$ cat src/rtl/prefetch.sv
`default_nettype none
// ============================================================================
// Module      : prefetch
// Description : Instruction prefetch unit. Issues sequential fetches under a
//               credit limit, tags each request with its PC, and queues the
//               returned words for decode. Redirects flush the queue and drop
//               responses that were still in flight.
// Revision    : 1.0 - initial release
// ============================================================================
module prefetch #(
    parameter int unsigned     XLEN      = 32,
    parameter int unsigned     DEPTH     = 4,
    parameter logic [XLEN-1:0] BOOT_ADDR = '0,
    parameter logic [31:0]     NOP       = 32'h0000_0013
) (
    input  logic            clk,
    input  logic            resetn,
    input  logic            redirect,
    input  logic [XLEN-1:0] redirect_pc,
    output logic            imem_req_valid,
    input  logic            imem_req_ready,
    output logic [XLEN-1:0] imem_req_addr,
    input  logic            imem_rsp_valid,
    input  logic [31:0]     imem_rsp_data,
    output logic            out_valid,
    input  logic            out_ready,
    output logic [XLEN-1:0] out_pc,
    output logic [31:0]     out_ir,
    output logic            misaligned
);

    // Pointer width for DEPTH entries, counter width able to hold DEPTH.
    localparam int unsigned PW = $clog2(DEPTH);
    localparam int unsigned CW = $clog2(DEPTH + 1);

    // ------------------------------------------------------------------------
    // State
    // ------------------------------------------------------------------------
    logic [XLEN-1:0] fetch_pc_q,    fetch_pc_d;
    logic [CW-1:0]   outstanding_q, outstanding_d;
    logic [CW-1:0]   drop_q,        drop_d;
    logic            misaligned_q,  misaligned_d;
    logic [CW-1:0]   q_count_q,     q_count_d;
    logic [PW-1:0]   q_wr_q,        q_wr_d;
    logic [PW-1:0]   q_rd_q,        q_rd_d;
    logic [PW-1:0]   tag_wr_q,      tag_wr_d;
    logic [PW-1:0]   tag_rd_q,      tag_rd_d;

    // Storage arrays (no reset needed; validity is tracked by the counters).
    logic [XLEN-1:0] tag_mem_q  [DEPTH];
    logic [XLEN-1:0] q_pc_mem_q [DEPTH];
    logic [31:0]     q_ir_mem_q [DEPTH];

    // ------------------------------------------------------------------------
    // Handshake qualifiers
    // ------------------------------------------------------------------------
    logic          req_fire;
    logic          rsp_fire;
    logic          rsp_drop;
    logic          q_push;
    logic          q_pop;
    logic          credit_ok;
    logic [CW:0]   in_use;

    // Occupancy seen by the credit rule: queued plus still-in-flight words.
    assign in_use    = {1'b0, q_count_q} + {1'b0, outstanding_q};
    assign credit_ok = (in_use < (CW + 1)'(DEPTH));

    assign imem_req_valid = resetn & ~redirect & ~misaligned_q & credit_ok;
    assign imem_req_addr  = fetch_pc_q;
    assign req_fire       = imem_req_valid & imem_req_ready;

    // A response with nothing outstanding is a protocol violation and is ignored.
    assign rsp_fire = resetn & imem_rsp_valid & (outstanding_q != '0);
    assign rsp_drop = rsp_fire & (drop_q != '0);
    assign q_push   = rsp_fire & ~rsp_drop & ~redirect;
    assign q_pop    = resetn & (q_count_q != '0) & out_ready & ~redirect;

    assign out_valid  = (q_count_q != '0);
    assign out_pc     = q_pc_mem_q[q_rd_q];
    assign out_ir     = out_valid ? q_ir_mem_q[q_rd_q] : NOP;
    assign misaligned = misaligned_q;

    // Next-state computation; redirect overrides normal flow, reset overrides all.
    always_comb begin
        fetch_pc_d    = fetch_pc_q;
        outstanding_d = outstanding_q;
        drop_d        = drop_q;
        misaligned_d  = misaligned_q;
        q_count_d     = q_count_q;
        q_wr_d        = q_wr_q;
        q_rd_d        = q_rd_q;
        tag_wr_d      = tag_wr_q;
        tag_rd_d      = tag_rd_q;

        if (req_fire) begin
            fetch_pc_d = fetch_pc_q + XLEN'(4);
            tag_wr_d   = tag_wr_q + PW'(1);
        end

        // Every counted response retires one tag, dropped or not.
        if (rsp_fire) begin
            tag_rd_d = tag_rd_q + PW'(1);
        end

        unique case ({req_fire, rsp_fire})
            2'b10:   outstanding_d = outstanding_q + CW'(1);
            2'b01:   outstanding_d = outstanding_q - CW'(1);
            default: outstanding_d = outstanding_q;
        endcase

        if (rsp_drop) begin
            drop_d = drop_q - CW'(1);
        end

        if (q_push) begin
            q_wr_d = q_wr_q + PW'(1);
        end
        if (q_pop) begin
            q_rd_d = q_rd_q + PW'(1);
        end

        unique case ({q_push, q_pop})
            2'b10:   q_count_d = q_count_q + CW'(1);
            2'b01:   q_count_d = q_count_q - CW'(1);
            default: q_count_d = q_count_q;
        endcase

        // Flush the queue; everything still in flight must be discarded on return.
        if (redirect) begin
            fetch_pc_d   = redirect_pc;
            q_count_d    = '0;
            q_wr_d       = '0;
            q_rd_d       = '0;
            drop_d       = outstanding_d;
            misaligned_d = (redirect_pc[1:0] != 2'b00);
        end

        if (!resetn) begin
            fetch_pc_d    = BOOT_ADDR;
            outstanding_d = '0;
            drop_d        = '0;
            misaligned_d  = 1'b0;
            q_count_d     = '0;
            q_wr_d        = '0;
            q_rd_d        = '0;
            tag_wr_d      = '0;
            tag_rd_d      = '0;
        end
    end

    // Control registers update on every rising edge.
    always_ff @(posedge clk) begin
        fetch_pc_q    <= fetch_pc_d;
        outstanding_q <= outstanding_d;
        drop_q        <= drop_d;
        misaligned_q  <= misaligned_d;
        q_count_q     <= q_count_d;
        q_wr_q        <= q_wr_d;
        q_rd_q        <= q_rd_d;
        tag_wr_q      <= tag_wr_d;
        tag_rd_q      <= tag_rd_d;
    end

    // Record the PC of each accepted request in issue order.
    always_ff @(posedge clk) begin
        if (req_fire) begin
            tag_mem_q[tag_wr_q] <= fetch_pc_q;
        end
    end

    // Capture a kept response together with its tagged PC.
    always_ff @(posedge clk) begin
        if (q_push) begin
            q_pc_mem_q[q_wr_q] <= tag_mem_q[tag_rd_q];
            q_ir_mem_q[q_wr_q] <= imem_rsp_data;
        end
    end

endmodule
`default_nettype wire
$ cat config.mk
export PLATFORM = sky130hd
export DESIGN_NAME = prefetch
export DESIGN_NICKNAME = d
export VERILOG_FILES = /design/src/rtl/prefetch.sv
export SDC_FILE = /design/constraint.sdc
export NUM_CORES = 1
export LEC_CHECK = 0
export BUFFER_PORTS_ARGS = -buffer_cell sky130_fd_sc_hd__buf_2
export CAP_MARGIN = 5
export CORE_UTILIZATION = 40
export CTS_BUF_LIST = sky130_fd_sc_hd__clkbuf_4 sky130_fd_sc_hd__clkbuf_8
export DETAILED_ROUTE_END_ITERATION = 8
export SETUP_SLACK_MARGIN = 0.02
export SLEW_MARGIN = 20
export SYNTH_ARGS = -nofsm -noshare
export SYNTH_HDL_FRONTEND = slang
export SYNTH_SLANG_ARGS = --single-unit
export TNS_END_PERCENT = 100
$ cat constraint.sdc
create_clock -name clk -period 4.2 [get_ports clk]
set_clock_uncertainty 0.05 [all_clocks]
set_input_delay 0.21 -clock clk [delete_from_list [all_inputs] [get_ports clk]]
set_output_delay 0.21 -clock clk [all_outputs]
set_load 0.05 [all_outputs]
; Word level (Yosys, flattened, before mapping)
; Memories as Yosys holds them, arrays and structs flattened. A register that Yosys moved wholly into a read port is not among the register bits.
; Index checks and enable logic that the tools add are counted.
[word_totals]
regBits = 50
ram_bits = 384
in_bits = 70
out_inout_bits = 99
wordCells = 69
memories = 3
[mem_list]
columns = name, depth, word_bits, rd, rd_ports_with_merged_regs, write_ports, line_no
row1 = q_ir_mem_q, 4, 32, 1, 1, 1, 52  ; logic [31:0] q_ir_mem_q [DEPTH];
row2 = q_pc_mem_q, 4, 32, 1, 1, 1, 51  ; logic [XLEN-1:0] q_pc_mem_q [DEPTH];
row3 = tag_mem_q, 4, 32, 1, 1, 1, 50  ; logic [XLEN-1:0] tag_mem_q [DEPTH];
[op_classes]
add_sub_neg = 11
magnitude_cmp = 1
n_eq_ne = 4
muxes = 17
n_bitwise = 16
n_reduce_logical = 8
[op_table]
columns = operator, count
row1 = $mux 32, 3
row2 = $add 32x3->32 const B, 1
row3 = $and 1x1->1, 12
row4 = $mux 2, 6
row5 = $pmux 3 s2, 2
row6 = $reduce_bool 3->1, 3
row7 = $sub 3x1->3 const B, 3
row8 = $add 2x1->2 const B, 4
row9 = $reduce_bool 2->1, 4
row10 = $add 3x1->3 const B, 2
row11 = $mux 3, 2
row12 = $add 3x3->4, 1
row13 = $eq 2x1->1 const B, 2
row14 = $eq 2x2->1 const B, 2
row15 = $lt 4x3->1 const B, 1
row16 = $mux 1, 4
row17 = $not 1->1, 4
row18 = $reduce_or 2->1, 1

; Logic depth before layout (Yosys ltp)
[logic_depth]
depth_word = 8
mapped_depth = 14
mapped_depth_nobuf = 12

; Worst setup path after synthesis
; No wires, ideal clock.
[synth_path]
path_kind = flip-flop to flip-flop
startpoint = reg outstanding_q[0]
endpoint = mem q_ir_mem_q[0][0], enable pin
setup_ns = 0.429
arrival_time_ns = 2.569
setup_slack_ns = 1.153
stages_incl_launch_ff = 5
synth_period_minus_slack_ns = 3.047
path_cell_list = dfxtp_1 -> o311a_1 -> and4_1 -> clkbuf_1 -> and2_1
[synth_between]
elab_chain_cells = 8
[synth_lines]
columns = element, line_no
row1 = from (decl), 40  ; logic [CW-1:0] outstanding_q, outstanding_d;
row2 = from (signal assigned), 155  ; outstanding_q <= outstanding_d;
row3 = $reduce_bool 3->1 *, 74  ; assign rsp_fire = resetn & imem_rsp_valid & (outstanding_q != '0);
row4 = $and 1x1->1 *, 74
row5 = net rsp_fire, 58  ; logic rsp_fire;
row6 = $and 1x1->1, 75  ; assign rsp_drop = rsp_fire & (drop_q != '0);
row7 = $not 1->1, 76  ; assign q_push = rsp_fire & ~rsp_drop & ~redirect;
row8 = $and 1x1->1 * (2 in a row), 76
row9 = $mux 1 *, 174  ; if (q_push) begin
row10 = $mux 1 (implied by the code) *, 176  ; q_ir_mem_q[q_wr_q] <= imem_rsp_data;
row11 = to (decl), 52
; Mark *: on every way through the listed nets, which the timed path passes. The rest lies on a longest branch.

==> metrics.txt <==
status=complete, no violations; crit share post-route=0.7215; gpl congestion=0.7848; crit path DAT=2.77 ns; CP Class=flip-flop to output pin; std cell rows=75; Clk Latency, worst-skew pair=0.59 ns; CP Launch Type=flip-flop; max-slew violation count=0; EDFF count, synth=384; Die Span Y=208.2 um; Die X=208.2 um; CTS H-tree lvls=3; uppermost routed layer=met4; Post-Route WL=37380 um; power per standard cell area=431.8 mW/mm2; MaxCap Viol Count=0; first-pass GRT wire length=57530 um; Final HPWL DP=22690 um; Multi-input gate area=0.004151 mm2; I/O pin count=169; CP Data Required Time=3.94 ns; Pwr Total=8.931 mW; synth warn=0; Starting Density=0.4054; drt first pass iters=5; Filler cells=3502; DR iter-0 viols=708; Seq/Total Area, Yosys=0.7416; Vias/cell=5.210; Synth Register Bits=438; Reg2Reg Launch Point=imem_req_addr[2]; area delta synth->final=21.63%; Worst-Margin Slew=0.7421 ns; met3 wire length=1659 um; Clk Tree Root Cell=clkbuf_8; clock sinks=438; drt wl/cell=21.07 um; met1 WL=17050 um; Max Clk Rate=330.0 MHz; largest net degree at the start of global routing=50; worst vdd ir=0.2056 mV; clock tree buffer depth=3; CP max FO=32; beginning of the worst hold path=redirect; post-cts sizing count=0; DRT antenna net count=0; delay of the slowest critical-path stage=0.82 ns; post-synthesis cell count=894; Setup Viol. Count Final=0; Core ar.=0.04195 mm2; Cell Area, Synth=0.01701 mm2; Hold Crit Class=input port to flip-flop; Port Buffer Count=168; crit-path cells=buf_4, mux4_2, nor2b_1, buf_2; DR vias=9242; final number of hold-violating endpoints=0; average size of a mapped cell=19.02 um2; CTS tree=yes; clk slew on worst S/H paths=0.06 ns; CP Capture Type=output pin; RSZ-0062 raised after global routing=no; clock period minus worst slack=3.030 ns; n_diodes=0; register area=0.01262 mm2; Post-synth ARST share=0; vias in the first global route=9595; worst rel slew slack=0.5053; Nets=1269; die area=0.04335 mm2; DRC=0; grt ovf=0; dominant synthesized flop cell=edfxtp_1; CTS Buf Count=72; GRT Total Usage=0.1764; post-synth net total=981; Setup TNS=0 ns; Pleak=7.028 nW; initial antenna violation count=0; Detail Route met2 WL=17810 um; layout cells sized above 1=0.3368; Yosys cell types=57; Crit-path slowest cell=dfxtp_4
==> timing repair <==
| action | 4_1_cts | 5_1_grt |
|---|---|---|
| hold buffers | 68 | 0 |
| setup buffers | 0 | 0 |
| hold endpoints to repair | 162 | 0 |
==> layout by cell type (no fill, tap or decap), drive strengths merged, types with 12 or more instances in the layout <==
cell type	count
buf	187
a21oi	25
edfxtp	384
clkinv	20
nand2	22
nand4	12
mux4	96
inv	24
o21ai	20
ha	15
clkbuf	101
dfxtp	54
nor2	37
nor2b	29
nand3	21
dlygate4sd3	68
==> synth_stat cells (all sizes together), types with 4 or more instances <==
cell type | instances | area, um2
ha | 15 | 187.7
and3 | 7 | 43.79
and4 | 5 | 43.79
clkbuf | 28 | 105.1
mux2i | 8 | 80.08
inv | 23 | 86.33
nor2 | 37 | 138.9
and2 | 11 | 68.82
a21oi | 25 | 125.1
dfxtp | 54 | 1081
o211a | 4 | 40.04
nand4 | 12 | 90.09
mux4 | 96 | 2162
xor2 | 9 | 78.83
o21ai | 20 | 100.1
a211oi | 5 | 37.54
nand3 | 21 | 110.1
nor3 | 5 | 30.03
or2 | 4 | 25.02
xnor2 | 11 | 96.34
nor4 | 9 | 83.83
nor2b | 29 | 181.4
edfxtp | 384 | 11530
buf | 13 | 66.31
nand2 | 22 | 82.58
==> layer usage <==
| layer | vias up | global-route usage |
|---|---|---|
| li1 | 4171 | - |
| met1 | 4730 | 0.2440 |
| met2 | 270 | 0.2815 |
| met3 | 71 | 0.03472 |
| met4 | 0 | 0.05773 |
| met5 | - | 0 |
==> cell type report <==
cell class,count,area share
timing repair buffer,255,0.08287
clock buffer,101,0.06115
tap,539,0.03260
multi-input combinational,392,0.2007
clock inverter,26,0.008347
sequential,438,0.6102
inverter,23,0.004174
==> final timing paths <==
path,to,slack [ns],cells past startpoint
worst max-delay path,out_ir[10],1.17,4
worst min-delay path,imem_req_addr[25],0.12,3
worst max register to register,imem_req_addr[16],1.29,7
worst min register to register,tag_wr_q[1],0.45,2
==> critical path, delay by kind of cell (launching register included) <==
kind / cells / cell delay (ns)
mux: 1 / 0.55
buf+inv: 2 / 0.65
flops: 1 / 0.82
simple gates: 1 / 0.15
==> power by group <==
| part | total (mW) | switching [mW] | leakage, nW | internal (mW) |
|---|---|---|---|---|
| Combinational | 0.375 | 0.228 | 2.36 | 0.148 |
| Clock | 3.70 | 1.64 | 0.751 | 2.06 |
| Sequential | 4.85 | 0.0748 | 3.92 | 4.78 |
| Total | 8.93 | 1.94 | 7.03 | 6.99 |
==> sequential cells by signal, summed over array words and instances (netlist names), named ones only <==
signal	flops
tag_wr_q	2
q_pc_mem_q	128
misaligned	1
tag_rd_q	2
outstanding_q	3
tag_mem_q	128
q_count_q	3
imem_req_addr	32
q_rd_q	2
drop_q	3
q_ir_mem_q	128
q_wr_q	2
==> logic make-up (layout without fill, tap and decap cells) <==
group           after synthesis  after routing  synth area share
flops                       438            438            0.7416
simple gates                173            173           0.05856
mux                         104            104            0.1318
compound gates               78             78           0.02914
buf+inv                      64            405           0.01516
xor+xnor                     20             20           0.01030
fa+ha+maj                    17             17           0.01339
==> metrics by stage <==
step	std cells	setup slack (ns)	hold WS [ns]	utilization	area (um2)
after detailed placement	1579	1.225	0.3619	0.4426	18570
after CTS	1774	1.037	0.07426	0.4931	20680
final	1774	1.170	0.1223	0.4931	20680
after global placement	1579	1.286	0.3582	0.4426	18570
after floorplan	894	1.153	0.2589	-	17010
after global routing	1774	0.9492	0.1012	0.4931	20680
No activity file was read; power rests on OpenSTA's default activity.
